File: config.mk
export PLATFORM = sky130hd
export DESIGN_NAME = midi_event_tx
export DESIGN_NICKNAME = d
export VERILOG_FILES = /design/src/rtl/midi_event_tx.sv
export SDC_FILE = /design/constraint.sdc
export NUM_CORES = 1
export LEC_CHECK = 0
export ABC_AREA = 1
export BUFFER_PORTS_ARGS = -buffer_cell sky130_fd_sc_hd__buf_2
export CAP_MARGIN = 5
export CORE_UTILIZATION = 53
export DETAILED_ROUTE_END_ITERATION = 8
export GPL_TIMING_DRIVEN = 0
export PLACE_DENSITY = 0.82
export SLEW_MARGIN = 20
export SYNTH_ARGS = -nofsm -noshare
export SYNTH_HDL_FRONTEND = slang
export SYNTH_SLANG_ARGS = --single-unit
export TNS_END_PERCENT = 50
File: constraint.sdc
create_clock -name clk -period 2.4 [get_ports clk]
set_clock_uncertainty 0.2 [all_clocks]
set_input_delay 0.12 -clock clk [delete_from_list [all_inputs] [get_ports clk]]
set_output_delay 0.12 -clock clk [all_outputs]
set_load 0.01 [all_outputs]
File: src/rtl/midi_event_tx.sv
// MIDI note-on/note-off transmitter: one event becomes a 2- or 3-byte 8N1
// message on serial_tx, with optional running-status suppression.
module midi_event_tx #(
    parameter int CLK_FREQ       = 16000000,
    parameter int BAUD           = 31250,
    parameter int RUNNING_STATUS = 1
) (
    input  logic       clk,
    input  logic       rst,
    input  logic       ev_valid,
    output logic       ev_ready,
    input  logic       ev_note_on,
    input  logic [3:0] ev_channel,
    input  logic [6:0] ev_note,
    input  logic [6:0] ev_velocity,
    input  logic       rs_flush,
    output logic       serial_tx,
    output logic       busy
);
    localparam int CLKS_PER_BIT = CLK_FREQ / BAUD;
    localparam int CW = (CLKS_PER_BIT > 1) ? $clog2(CLKS_PER_BIT) : 1;
    localparam logic [CW-1:0] CNT_MAX = CW'(CLKS_PER_BIT - 1);

    typedef enum logic [1:0] {IDLE, SEND_STATUS, SEND_D1, SEND_D2} state_t;

    state_t        state;
    logic [CW-1:0] baud_cnt;
    logic [3:0]    bit_idx;
    logic [7:0]    cur_byte;
    logic [7:0]    d1_byte;
    logic [7:0]    d2_byte;
    logic [7:0]    rs_byte;
    logic          rs_valid;
    logic [7:0]    new_status;
    logic          skip_status;

    assign new_status  = {(ev_note_on ? 4'h9 : 4'h8), ev_channel};
    // A flush on the accepting edge forces the status byte out.
    assign skip_status = (RUNNING_STATUS != 0) && rs_valid && !rs_flush &&
                         (rs_byte == new_status);
    assign busy        = ~ev_ready;

    // Line level for frame position idx: 0 start, 1..8 data LSB first, 9 stop.
    function automatic logic frame_bit(input logic [7:0] b, input logic [3:0] idx);
        logic [3:0] j;
        j = idx - 4'd1;
        if (idx == 4'd0)
            return 1'b0;
        else if (idx >= 4'd9)
            return 1'b1;
        else
            return b[j[2:0]];
    endfunction

    always_ff @(posedge clk or posedge rst) begin
        if (rst) begin
            state     <= IDLE;
            ev_ready  <= 1'b1;
            serial_tx <= 1'b1;
            baud_cnt  <= '0;
            bit_idx   <= '0;
            cur_byte  <= '0;
            d1_byte   <= '0;
            d2_byte   <= '0;
            rs_byte   <= '0;
            rs_valid  <= 1'b0;
        end else begin
            if (rs_flush)
                rs_valid <= 1'b0;
            case (state)
                IDLE: begin
                    if (ev_valid) begin
                        d1_byte   <= {1'b0, ev_note};
                        d2_byte   <= {1'b0, ev_velocity};
                        serial_tx <= 1'b0;
                        baud_cnt  <= '0;
                        bit_idx   <= '0;
                        ev_ready  <= 1'b0;
                        if (skip_status) begin
                            state    <= SEND_D1;
                            cur_byte <= {1'b0, ev_note};
                        end else begin
                            state    <= SEND_STATUS;
                            cur_byte <= new_status;
                            rs_byte  <= new_status;
                            rs_valid <= 1'b1;
                        end
                    end
                end
                default: begin
                    if (baud_cnt != CNT_MAX) begin
                        baud_cnt <= baud_cnt + 1'b1;
                    end else begin
                        baud_cnt <= '0;
                        if (bit_idx != 4'd9) begin
                            bit_idx   <= bit_idx + 4'd1;
                            serial_tx <= frame_bit(cur_byte, bit_idx + 4'd1);
                        end else begin
                            // Stop bit done: chain the next start bit with no gap.
                            bit_idx <= '0;
                            case (state)
                                SEND_STATUS: begin
                                    state     <= SEND_D1;
                                    cur_byte  <= d1_byte;
                                    serial_tx <= 1'b0;
                                end
                                SEND_D1: begin
                                    state     <= SEND_D2;
                                    cur_byte  <= d2_byte;
                                    serial_tx <= 1'b0;
                                end
                                default: begin
                                    state     <= IDLE;
                                    ev_ready  <= 1'b1;
                                    serial_tx <= 1'b1;
                                end
                            endcase
                        end
                    end
                end
            endcase
        end
    end
endmodule
==> out/results.ini <==
[run_status]
outcome = finished, violations left
violations = negative setup slack

[clock_tree]
clk_pin_slew_worst_paths_ns = 0.09
root_buffer = clkbuf_8
clock_path_buffers = 2
htreeDepth = 2
clk_latency_ns = 0.31
cts_tree = yes
clock_sinks = 46
cts_inserted_buffers = 5

[synthesis]
synth.avg_cell_area_um2 = 8.32
netlist_area_um2 = 2600
synth_ff_type = dfrtp_1
yosysWarnings = 0
synth_edf_count = 0
ys_seq_elements = 46
ys_seq_area_share_pct = 44.3
synth_most_common_cell = nand2_1
synth_nets = 345
synth.area.top_cells = dfrtp_1 42%, nand2_1 11%, inv_1 6.2%, mux2_2 6.1%, nor2_1 4.5%
synthArstFlopShare_pct = 100
ys_types = 33
synth_top_area_share_pct = 42.3
synth_common_cells = 75 x nand2_1, 44 x dfrtp_1, 43 x inv_1, 31 x nor2_1, 20 x nand3_1
syn_inst = 313
synth_top_area_cell = dfrtp_1

[routing]
wire_per_inst_um = 16.3
drt-total-wl_mm = 7.48
viasPerCell = 5.49
ant_nets = 0
via_count = 2513
drtIter0Drc = 201
dr.pass1.iters = 5
drc_errors = 0

[timing]
slew_violations = 0
timing.final.crit_share_pct = 102
final_hold_viol_count = 0
worst_pin_slew_ns = 0.564
rsz0062_at_grt = true
clock.fmax_mhz = 409
setup_ws_ns = -0.0464
period_needed_ns = 2.45
relSlewSlack_pct = 62.4
setup_viol = 1

[setup_path]
required_ns = 2.41
crit_start = baud_cnt[0]
cp_slowest_stage_delay_ns = 0.43
path_cells = ha_4 -> nand2_2 -> inv_2 -> nand3_4 -> nor2_4 -> nand2_2 -> nor2_2 -> ha_2 -> nor2_4 -> nor2_4 -> nand2_4 -> inv_4 -> nand2_8 -> nor2_2 -> nand3_1 -> nand2_1 -> inv_1
end_kind = flop
path_buf_inv = 3
start_kind = flop
rrSetupSlack_ns = -0.05
path_class = flop to flop
cp.arrival_ns = 2.46
reg2reg_from = baud_cnt[0]
critPathSlowestCell = dfrtp_1
cp_max_fo = 8
cp_common_cell = nor2_4
path_delay_family = simple AND/OR/NAND/NOR gates

[power]
p_leak_nw = 1.86
swShare_pct = 21.9
finalPower_mw = 1.45
p_int_mw = 1.13
p_switching_mw = 0.316
ir_drop_uv = 309
seqPwrFrac_pct = 53.6
power_density_nw_per_um2 = 420
p_comb_share_pct = 5.8
clockPowerShare_pct = 40.7

[floorplan]
die_h_um = 72.1
fp.dieArea_um2 = 5200
ios = 26
dieWidth_um = 72.1
core_um2 = 4720
rows = 25
initial_core_util_pct = 55.1

[final_layout]
stdcell_area_um2 = 3440
nNetsFinal = 422
area_growth_pct = 32.2
drive_gt1_share_pct = 28.9
fin_util_pct = 72.9
antenna_cells = 0

[global_route]
grt_usage_pct = 28.2
grt_pass1_vias = 2421
grt_overflow_total = 0
grt_pass1_wl_mm = 11.1
grt_max_degree = 33
antenna_found_initial = 0

[placement]
dp_hpwl_mm = 4.03
io_buffers = 25
placed_area_um2 = 2830
detailedPlace.worstSlack_ns = -0.185
gp_congestion = 0.938

[worst_hold_path]
hold_path_class = input pin to async pin

[job]
cap_violations = 0

## sequential cells by signal (all words and copies together) (netlist names)
signal     count
rs_byte        6
bit_idx        4
rs_valid       1
serial_tx      1
ev_ready       1
state          2
baud_cnt       9
d2_byte        7
d1_byte        7
cur_byte       8
## layout make-up
| cell class | instances | area (um2) |
|---|---|---|
| Timing Repair Buffer | 70 | 548 |
| Inverter | 47 | 181 |
| Fill cell | 289 | 1280 |
| Buffer | 6 | 50.0 |
| Multi-Input combinational cell | 214 | 1320 |
| Tap cell | 67 | 83.8 |
| Clock buffer | 7 | 76.3 |
| Sequential cell | 46 | 1150 |
| Clock inverter | 1 | 30.0 |
## layout by cell type, fill, tap and decap left out, types with 2 or more instances in the layout
cell type,instances
a21oi_1,3
nor2_2,4
dfrtp_1,44
mux2_2,14
inv_1,40
nand4_1,7
a22oi_1,2
o21ai_0,18
a21oi_2,2
inv_2,5
clkbuf_1,2
a21boi_2,2
xor2_1,3
ha_1,7
o22ai_1,10
nand2_1,70
clkbuf_8,5
dfstp_2,2
nor2_1,25
buf_2,28
nand3_2,3
buf_4,21
nand3_1,18
inv_4,2
dlygate4sd3_1,22
nand2_2,5
buf_12,2
nor2_4,8
## through the flow
step	hold WS, ns	setup TNS (ns)	cells
3_5_place_dp	-0.105	-1.14	406
3_3_place_gp	0.132	-0.443	405
2_1_floorplan	0.0273	0	313
5_1_grt	0.154	-0.735	458
4_1_cts	0.118	0	450
6_report	0.102	-0.0464	458
## per-layer routing
| layer | vias up | share of wire, % | GRT usage, % |
|---|---|---|---|
| li1 | 1164 | - | - |
| met1 | 1191 | 38 | 33.1 |
| met2 | 129 | 53 | 49.8 |
| met3 | 29 | 5.7 | 4.86 |
| met4 | 0 | 3.5 | 13.5 |
| met5 | - | 0 | 0 |
## timing repair
item	in CTS	in global routing
hold buffers	22	0
hold endpoints to repair	72	0
pin swaps	6	6
endpoints found under the setup margin	11	18
gates cloned	0	1
buffers inserted	14	7
resized for setup	7	20
## cells by family after synthesis
kind of cell | after synthesis | synth area share [%]
compound gates | 41 | 9.56
xor+xnor | 4 | 1.35
fa+ha+maj | 9 | 4.32
buf+inv | 53 | 8.70
flops | 46 | 44.3
mux | 14 | 6.05
simple gates | 146 | 25.7
## tightest hold or removal path, stage by stage
cell and delay [ns]:
dlygate4sd3_1 0.52, buf_2 0.12, inv_2 0.26
## power by group through the flow
stage / Clock [mW] / Combinational [mW] / Sequential, mW
floorplan: 0 / 0.0197 / 0.790
global placement: 0 / 0.0475 / 0.790
detailed placement: 0 / 0.0527 / 0.790
CTS: 0.576 / 0.0798 / 0.774
global route: 0.605 / 0.0904 / 0.774
finish: 0.588 / 0.0834 / 0.774
## worst paths after layout
check,endpoint,cells after the start
min,d1_byte[3],3
max reg2reg,cur_byte[2],17
max,cur_byte[2],17
max in group asynchronous,serial_tx,4
min in group clk,rs_byte[7],1
min reg2reg,rs_byte[7],1
Note: power is estimated with default switching activity, not from simulation.
